## src/rtl/l1_msg_scheduler_if.sv

```systemverilog
// Request/issue bus between the two LLC-side requesters, the scheduler and the L1 message port.
// The slave modport is the scheduler's view; master is the view of whatever drives it.
interface l1_msg_scheduler_if #(
    parameter int ADDR_W = 32
);
    logic              a_valid;
    logic              a_ready;
    logic [2:0]        a_msg;
    logic [ADDR_W-1:0] a_addr;
    logic              b_valid;
    logic              b_ready;
    logic [2:0]        b_msg;
    logic [ADDR_W-1:0] b_addr;
    logic              l1_valid;
    logic              l1_ready;
    logic [2:0]        l1_msg;
    logic [ADDR_W-1:0] l1_addr;

    modport master (
        output a_valid, a_msg, a_addr, b_valid, b_msg, b_addr, l1_ready,
        input  a_ready, b_ready, l1_valid, l1_msg, l1_addr
    );

    modport slave (
        input  a_valid, a_msg, a_addr, b_valid, b_msg, b_addr, l1_ready,
        output a_ready, b_ready, l1_valid, l1_msg, l1_addr
    );
endinterface

```

## src/rtl/l1_msg_scheduler.sv

```systemverilog
// Arbitrates fill (A) and coherence (B) messages into a FIFO and drains it to the L1 port.
// B has priority; A is guaranteed a grant after MAX_STARVE consecutive B wins.
module l1_msg_scheduler #(
    parameter int ADDR_W     = 32,
    parameter int DEPTH      = 4,
    parameter int MAX_STARVE = 3
) (
    input  logic                       i_clk,
    input  logic                       i_rst_n,
    input  logic                       i_normal_mode,
    l1_msg_scheduler_if.slave          bus,
    output logic [$clog2(DEPTH+1)-1:0] o_fifo_count,
    output logic                       o_err_illegal,
    output logic [7:0]                 o_illegal_cnt
);
    localparam int PTR_W = $clog2(DEPTH);
    localparam int CNT_W = $clog2(DEPTH+1);

    logic [2:0]        r_msg_mem  [DEPTH];
    logic [ADDR_W-1:0] r_addr_mem [DEPTH];
    logic [PTR_W-1:0]  r_wr_ptr;
    logic [PTR_W-1:0]  r_rd_ptr;
    logic [CNT_W-1:0]  r_count;
    logic [3:0]        r_starve;
    logic              r_err;
    logic [7:0]        r_illegal_cnt;

    logic              w_full;
    logic              w_empty;
    logic              w_grant_a;
    logic              w_grant_b;
    logic              w_accept;
    logic              w_legal;
    logic              w_push;
    logic              w_pop;
    logic              w_l1_valid;
    logic [2:0]        w_in_msg;
    logic [ADDR_W-1:0] w_in_addr;

    // Grants are held off during reset so both ready outputs read 0 while rst_n is low.
    always_comb begin
        w_full     = (r_count == CNT_W'(DEPTH));
        w_empty    = (r_count == '0);
        w_grant_b  = i_rst_n && !w_full && bus.b_valid &&
                     (!bus.a_valid || (r_starve < 4'(MAX_STARVE)));
        w_grant_a  = i_rst_n && !w_full && bus.a_valid && !w_grant_b;
        w_accept   = w_grant_a || w_grant_b;
        w_in_msg   = w_grant_b ? bus.b_msg  : bus.a_msg;
        w_in_addr  = w_grant_b ? bus.b_addr : bus.a_addr;
        w_legal    = w_grant_b ? ((w_in_msg == 3'd3) || (w_in_msg == 3'd4))
                               : ((w_in_msg == 3'd1) || (w_in_msg == 3'd2));
        w_push     = w_accept && w_legal;
        w_l1_valid = !w_empty && i_normal_mode;
        w_pop      = w_l1_valid && bus.l1_ready;
    end

    assign bus.a_ready    = w_grant_a;
    assign bus.b_ready    = w_grant_b;
    assign bus.l1_valid   = w_l1_valid;
    // Head slot is never the write target while occupied, so this stays stable under backpressure.
    assign bus.l1_msg     = w_empty ? 3'd0 : r_msg_mem[r_rd_ptr];
    assign bus.l1_addr    = w_empty ? '0   : r_addr_mem[r_rd_ptr];
    assign o_fifo_count   = r_count;
    assign o_err_illegal  = r_err;
    assign o_illegal_cnt  = r_illegal_cnt;

    always_ff @(posedge i_clk) begin
        if (w_push) begin
            r_msg_mem[r_wr_ptr]  <= w_in_msg;
            r_addr_mem[r_wr_ptr] <= w_in_addr;
        end
    end

    always_ff @(posedge i_clk or negedge i_rst_n) begin
        if (!i_rst_n) begin
            r_wr_ptr <= '0;
            r_rd_ptr <= '0;
            r_count  <= '0;
        end else begin
            if (w_push) r_wr_ptr <= r_wr_ptr + PTR_W'(1);
            if (w_pop)  r_rd_ptr <= r_rd_ptr + PTR_W'(1);
            case ({w_push, w_pop})
                2'b10:   r_count <= r_count + CNT_W'(1);
                2'b01:   r_count <= r_count - CNT_W'(1);
                default: r_count <= r_count;
            endcase
        end
    end

    // A B grant while A waits is only possible below MAX_STARVE, which bounds the counter.
    always_ff @(posedge i_clk or negedge i_rst_n) begin
        if (!i_rst_n) begin
            r_starve <= '0;
        end else if (!bus.a_valid || w_grant_a) begin
            r_starve <= '0;
        end else if (w_grant_b) begin
            r_starve <= r_starve + 4'd1;
        end
    end

    always_ff @(posedge i_clk or negedge i_rst_n) begin
        if (!i_rst_n) begin
            r_err         <= 1'b0;
            r_illegal_cnt <= '0;
        end else begin
            r_err <= w_accept && !w_legal;
            if (w_accept && !w_legal && (r_illegal_cnt != 8'hFF)) begin
                r_illegal_cnt <= r_illegal_cnt + 8'd1;
            end
        end
    end
endmodule

```

## src/flat_wrapper.sv

```systemverilog
// flat-port wrapper written by rule: the top's interface ports become plain ports
module l1_msg_scheduler_flat 
#(
    parameter int ADDR_W     = 32,
    parameter int DEPTH      = 4,
    parameter int MAX_STARVE = 3
)
  (i_clk, i_rst_n, i_normal_mode, o_fifo_count, o_err_illegal, o_illegal_cnt, bus_a_valid, bus_a_msg, bus_a_addr, bus_b_valid, bus_b_msg, bus_b_addr, bus_l1_ready, bus_a_ready, bus_b_ready, bus_l1_valid, bus_l1_msg, bus_l1_addr);
  l1_msg_scheduler_if #(.ADDR_W(ADDR_W)) bus_i ();
  input  logic i_clk;
  input  logic i_rst_n;
  input  logic i_normal_mode;
  output logic [$clog2(DEPTH+1)-1:0] o_fifo_count;
  output logic o_err_illegal;
  output logic [7:0] o_illegal_cnt;
  input wire logic [$bits(bus_i.a_valid)-1:0] bus_a_valid;
  input wire logic [$bits(bus_i.a_msg)-1:0] bus_a_msg;
  input wire logic [$bits(bus_i.a_addr)-1:0] bus_a_addr;
  input wire logic [$bits(bus_i.b_valid)-1:0] bus_b_valid;
  input wire logic [$bits(bus_i.b_msg)-1:0] bus_b_msg;
  input wire logic [$bits(bus_i.b_addr)-1:0] bus_b_addr;
  input wire logic [$bits(bus_i.l1_ready)-1:0] bus_l1_ready;
  output wire logic [$bits(bus_i.a_ready)-1:0] bus_a_ready;
  output wire logic [$bits(bus_i.b_ready)-1:0] bus_b_ready;
  output wire logic [$bits(bus_i.l1_valid)-1:0] bus_l1_valid;
  output wire logic [$bits(bus_i.l1_msg)-1:0] bus_l1_msg;
  output wire logic [$bits(bus_i.l1_addr)-1:0] bus_l1_addr;
  assign bus_i.a_valid = bus_a_valid;
  assign bus_i.a_msg = bus_a_msg;
  assign bus_i.a_addr = bus_a_addr;
  assign bus_i.b_valid = bus_b_valid;
  assign bus_i.b_msg = bus_b_msg;
  assign bus_i.b_addr = bus_b_addr;
  assign bus_i.l1_ready = bus_l1_ready;
  assign bus_a_ready = bus_i.a_ready;
  assign bus_b_ready = bus_i.b_ready;
  assign bus_l1_valid = bus_i.l1_valid;
  assign bus_l1_msg = bus_i.l1_msg;
  assign bus_l1_addr = bus_i.l1_addr;
  l1_msg_scheduler #(.ADDR_W(ADDR_W), .DEPTH(DEPTH), .MAX_STARVE(MAX_STARVE)) u_core (.i_clk(i_clk), .i_rst_n(i_rst_n), .i_normal_mode(i_normal_mode), .bus(bus_i), .o_fifo_count(o_fifo_count), .o_err_illegal(o_err_illegal), .o_illegal_cnt(o_illegal_cnt));
endmodule
```

## config.mk

```make
export PLATFORM = sky130hd
export DESIGN_NAME = l1_msg_scheduler_flat
export DESIGN_NICKNAME = d
export VERILOG_FILES = /design/src/rtl/l1_msg_scheduler_if.sv /design/src/rtl/l1_msg_scheduler.sv /design/src/flat_wrapper.sv
export SDC_FILE = /design/constraint.sdc
export NUM_CORES = 1
export LEC_CHECK = 0
export ABC_AREA = 1
export CAP_MARGIN = 40
export CORE_MARGIN = 4
export CORE_UTILIZATION = 53
export DETAILED_ROUTE_END_ITERATION = 8
export PLACE_DENSITY = 0.84
export SYNTH_ARGS = -nofsm -noshare
export SYNTH_HDL_FRONTEND = slang
export SYNTH_SLANG_ARGS = --single-unit
```

## constraint.sdc

```tcl
create_clock -name i_clk -period 7.7 [get_ports i_clk]
set_input_delay 2.31 -clock i_clk [delete_from_list [all_inputs] [get_ports i_clk]]
set_output_delay 2.31 -clock i_clk [all_outputs]
set_load 0.05 [all_outputs]
```

* After elaboration in Yosys (flattened, before gate mapping)
Memories as Yosys holds them, arrays and structs flattened.
Index checks and enable logic that the tools add are counted.
** Cells by class
- Muxes and demuxes :: 10
- $lt $le $gt $ge :: 1
- Reductions and logical operators :: 23
- $add $sub $neg :: 6
- Equal/unequal tests :: 8
** Operator list (count)
- $mux 32 :: 2
- $logic_and 1x1->1 :: 10
- $add 8x1->8 const B :: 1
- $mux 4 :: 2
- $ne 8x8->1 const B :: 1
- $eq 3x2->1 const B :: 2
- $eq 3x3->1 const B :: 2
- $mux 3 :: 2
- $pmux 3 s2 :: 1
- $logic_not 1->1 :: 5
- $logic_or 1x1->1 :: 5
- $add 2x1->2 const B :: 2
- $add 4x1->4 const B :: 1
- $lt 4x2->1 const B :: 1
- $reduce_bool 2->1 :: 2
- $add 3x1->3 const B :: 1
- $eq 3x1->1 const B :: 1
- $logic_not 3->1 :: 1
- $mux 1 :: 3
- $sub 3x1->3 const B :: 1
- $eq 2x1->1 const B :: 1
- $eq 2x2->1 const B :: 1
** Storage, ports and cells
- Bits in writable memories :: 140
- Register bits after elaboration :: 20
- Output and inout bits :: 50
- Memories kept :: 2
- Logic and storage cells :: 56
** Memory list
- u_core.r_addr_mem :: depth 4, width 32, rd ports 1, clocked after memory_dff 0, wr ports 1, RTL line l1_msg_scheduler.sv:20 : logic [ADDR_W-1:0] r_addr_mem [DEPTH];
- u_core.r_msg_mem :: depth 4, width 3, rd ports 1, clocked after memory_dff 0, wr ports 1, RTL line l1_msg_scheduler.sv:19 : logic [2:0] r_msg_mem [DEPTH];

* Longest topological paths before layout
- Depth in word-level cells :: 12
- Mapped depth :: 20

* Worst setup path after synthesis
Ideal clock, no wire load.
- Path type :: input to output
- Start point :: input port bus_a_valid
- End point :: output port bus_a_ready
- Data required time :: 5.390 ns
- Data arrival time :: 3.460 ns
- Stages on the path :: 5
- Path slack :: 1.930 ns
- Path through :: nand2_1 -> nand3_4 -> inv_2 -> buf_2 -> nor2_1
** Between the ends
- Cells in the longest elaborated chain, start to end :: 5
** RTL lines
- start, declared :: RTL line flat_wrapper.sv:16 : input wire logic [$bits(bus_i.a_valid)-1:0] bus_a_valid;
- $logic_not 1->1 :: RTL line l1_msg_scheduler.sv:45 : (!bus.a_valid || (r_starve < 4'(MAX_STARVE)));
- $logic_or 1x1->1 :: RTL line l1_msg_scheduler.sv:45
- $logic_and 1x1->1 :: RTL line l1_msg_scheduler.sv:44 : w_grant_b = i_rst_n && !w_full && bus.b_valid &&
- $logic_not 1->1 :: RTL line l1_msg_scheduler.sv:46 : w_grant_a = i_rst_n && !w_full && bus.a_valid && !w_grant_b;
- $logic_and 1x1->1 * :: RTL line l1_msg_scheduler.sv:46
- end, declared :: RTL line flat_wrapper.sv:23 : output wire logic [$bits(bus_i.a_ready)-1:0] bus_a_ready;
Every way passes the cells marked *; elsewhere a longest branch is shown, timed or not.

* Final worst setup path
- Start point :: input port i_rst_n
- End point :: output port bus_a_ready
** Between the ends
- Cells in the longest elaborated chain, start to end :: 5
** RTL lines
- start, declared :: RTL line flat_wrapper.sv:11 : input logic i_rst_n;
- $logic_and 1x1->1 * :: RTL line l1_msg_scheduler.sv:44, l1_msg_scheduler.sv:46
- $logic_and 1x1->1 (2 in a row) :: RTL line l1_msg_scheduler.sv:44
- $logic_not 1->1 :: RTL line l1_msg_scheduler.sv:46
- $logic_and 1x1->1 * :: RTL line l1_msg_scheduler.sv:46
Marked as above.

==> impl_metrics.csv <==
group,metric,value,unit
final_layout,layout_commonest_cell,"nor2_1",
global_routing,grt.overflow.total,0,
power_and_ir_drop,power.switching,1.69,mW
floorplanning,row_count,41,
synth,synth-seq-cells,160,
final_layout,antenna_cells,0,
final_layout,fin_nets,889,
power_and_ir_drop,sw_frac_of_total,42.7,%
outcome,status,"finished clean",
global_routing,grt_max_degree,72,
setup_path,crit_type,"in -> out",
synth,synthDistinctLibCells,30,
hold_path,hp-class,"reg -> reg",
timing,setup_viol,0,
route,drtAntennaViolNets,0,
synth,synth_top_family_by_area,"simple AND/OR/NAND/NOR gates",
setup_path,timing.rr.start,"u_core.r_starve[0]",
synth,synth-xor-area-share,1.11,%
power_and_ir_drop,p_int,2.27,mW
setup_path,startpoint,"i_rst_n",
timing,timing.fmax,146,MHz
global_routing,grt_pass1_wl,25900,µm
synth,synth.area.mux_share,0,%
final_layout,fillers,878,
power_and_ir_drop,p_leak,3.55,nW
synth,yosys.area_share.simple,19.1,%
route,routedWlPerCell,16.8,µm
clock_network,clk-insertion-delay-late,420,ps
power_and_ir_drop,seqPwrFrac,28.5,%
placement,dpl.hpwl,10800,µm
synth,yosysTopAreaCell,"edfxtp_1",
floorplanning,core,12800,µm²
global_routing,antenna_found_initial,0,
floorplanning,die_w,124,µm
synth,synth_nets,768,
setup_path,cp.required,5390,ps
setup_path,crit_fanout,45,
clock_network,cts_max_level,4,
timing,rsz0062_at_grt,"false",
setup_path,worstPathArrival,4540,ps
floorplanning,dieArea,15300,µm²
timing,tightest_slew,737,ps
final_layout,final_area,9290,µm²
timing,hold_viol,0,
final_layout,utilization,72.4,%
route,dr.pass1.iters,5,
power_and_ir_drop,combPwrFrac,48.0,%
route,vias_per_cell,5.40,
floorplanning,io_pins,126,
synth,ys_warn_count,0,
placement,place_area,8620,µm²
placement,gp_congestion,0.848,
clock_network,clock_path_buffers,2,
floorplanning,dieHeight,124,µm
global_routing,grt_pass1_vias,5477,
route,num_vias,5347,
clock_network,hold_buffers,0,
placement,port_buffers,125,
floorplanning,start_util,55.2,%
route,routed_wl,16700,µm
clock_network,cts_inserted_buffers,17,
setup_path,crit_end,"bus_a_ready",
synth,synth_top_area_share,59.4,%
final_layout,final_cell_mix,"nor2_1 (148), edfxtp_1 (140), nand2_1 (139), clkdlybuf4s50_1 (123), o21ai_0 (72)",
timing,maxSlewViolCount,0,
timing,period_needed,6850,ps
run,max_cap_violations,0,
clock_network,path_clk_slew,60,ps
synth,syn_area,7080,µm²
clock_network,clock_sinks,160,
timing,min_period_over_period,88.9,%
setup_path,end_kind,"output pin",
setup_path,r2r_slack,3770,ps
timing,relSlewSlack,50.8,%
setup_path,start_kind,"input pin",
clock_network,cts-root-buf,"clkbuf_16",
timing,fin_worst_skew,8.07,ps
global_routing,grt_usage,22.3,%
synth,yosysSeqAreaShare,66.5,%
setup_path,rr_worst_depth,20,
synth,synth_compound_area_share,8.18,%
synth,syn_inst,684,
final_layout,syn_to_final_growth,31.2,%
synth,syn_area_per_cell,10.3,µm²
clock_network,cts_resized,0,
route,first_iter_violations,475,
setup_path,rr_endpoint,"u_core.o_fifo_count[2]",
synth,synthAdderAreaFrac,1.52,%
power_and_ir_drop,powerDensity,427,nW/µm²
final_layout,drive_above_1_share,8.31,%
synth,ys_top_cells_by_area,"edfxtp_1 (59%), nor2_1 (8.1%), nand2_1 (7.4%), dfrtp_1 (7.1%), o21ai_0 (5.1%)",
clock_network,cts_tree,"done",
timing,finalSetupTns,0,ps
route,drc,0,
power_and_ir_drop,vdd_ir_drop_max,257,µV
clock_network,postCtsSetupBuffers,0,
power_and_ir_drop,clock_power_share,23.5,%
==> flip-flops by register name, summed over array words and instances, names as in the netlist <==
register	count
u_core.r_wr_ptr	2
u_core.r_addr_mem	128
u_core.o_err_illegal	1
u_core.o_illegal_cnt	8
u_core.r_rd_ptr	2
u_core.r_starve	4
u_core.o_fifo_count	3
u_core.r_msg_mem	12
==> how the worst min path moves through the flow <==
stage / cells after the start / startpoint / to / slack [ps]
4_1_cts: 2 / u_core.r_starve[3] / u_core.r_starve[3] / 500
5_1_grt: 2 / u_core.r_starve[3] / u_core.r_starve[3] / 560
2_1_floorplan: 1 / u_core.r_starve[0] / u_core.r_starve[0] / 450
3_5_place_dp: 2 / u_core.r_starve[3] / u_core.r_starve[3] / 490
6_report: 2 / u_core.r_starve[3] / u_core.r_starve[3] / 500
3_3_place_gp: 2 / u_core.r_starve[3] / u_core.r_starve[3] / 480
==> cells in the mapped netlist (all sizes together) <==
cell,number
nor2,153
nand2,149
edfxtp,140
o21ai,73
a21oi,39
inv,28
clkbuf,27
dfrtp,20
nand4,16
nand3,9
buf,7
ha,7
xor2,6
clkinv,3
xnor2,3
a211oi,1
and3,1
fa,1
nor3,1
==> logic make-up after synthesis <==
logic type,Yosys count
buf+inv,65
flops,160
fa+ha+maj,8
simple gates,329
xor+xnor,9
compound gates,113
==> worst max-delay path, cell delays in order <==
cell and delay, ps:
clkdlybuf4s50_1 480, inv_1 70, a21oi_4 220, nand3_4 480, inv_2 620, nor2_1 120, buf_4 220
==> per-stage QoR <==
| stage | total power, mW | instances | hold slack, ps | setup slack (ps) |
|---|---|---|---|---|
| 6_report | 3.97 | 990 | 499 | 854 |
| 5_1_grt | 4.15 | 990 | 555 | 671 |
| 4_1_cts | 3.98 | 990 | 501 | 863 |
| 3_5_place_dp | 3.05 | 958 | 486 | 892 |
| 3_3_place_gp | 2.95 | 952 | 479 | 918 |
| 2_1_floorplan | 2.40 | 684 | 452 | 1930 |
==> layer usage <==
layer / up-vias / global-route usage, % / share of wire [%]
li1: 2552 / - / -
met1: 2520 / 28.3 / 42
met2: 247 / 37.6 / 49
met3: 28 / 4.18 / 7.7
met4: 0 / 9.69 / 2.2
met5: - / 0 / 0
==> area by class of cell <==
class / instances / area (µm²) / area share (%)
clock buffers: 17 / 425 / 4.58
clock inverters: 15 / 241 / 2.60
inverters: 31 / 119 / 1.28
multi-input cells: 459 / 2150 / 23.2
flip-flops and latches: 160 / 4710 / 50.7
well taps: 172 / 215 / 2.32
repair buffers: 136 / 1430 / 15.4
==> power groups by stage <==
stage / Combinational (mW) / Sequential [mW] / Clock, mW
3_3_place_gp: 1.81 / 1.14 / 0
6_report: 1.90 / 1.13 / 0.933
2_1_floorplan: 1.20 / 1.20 / 0
4_1_cts: 1.91 / 1.13 / 0.937
3_5_place_dp: 1.90 / 1.15 / 0
5_1_grt: 2.03 / 1.14 / 0.984
Power figures use the tool's default switching activity.
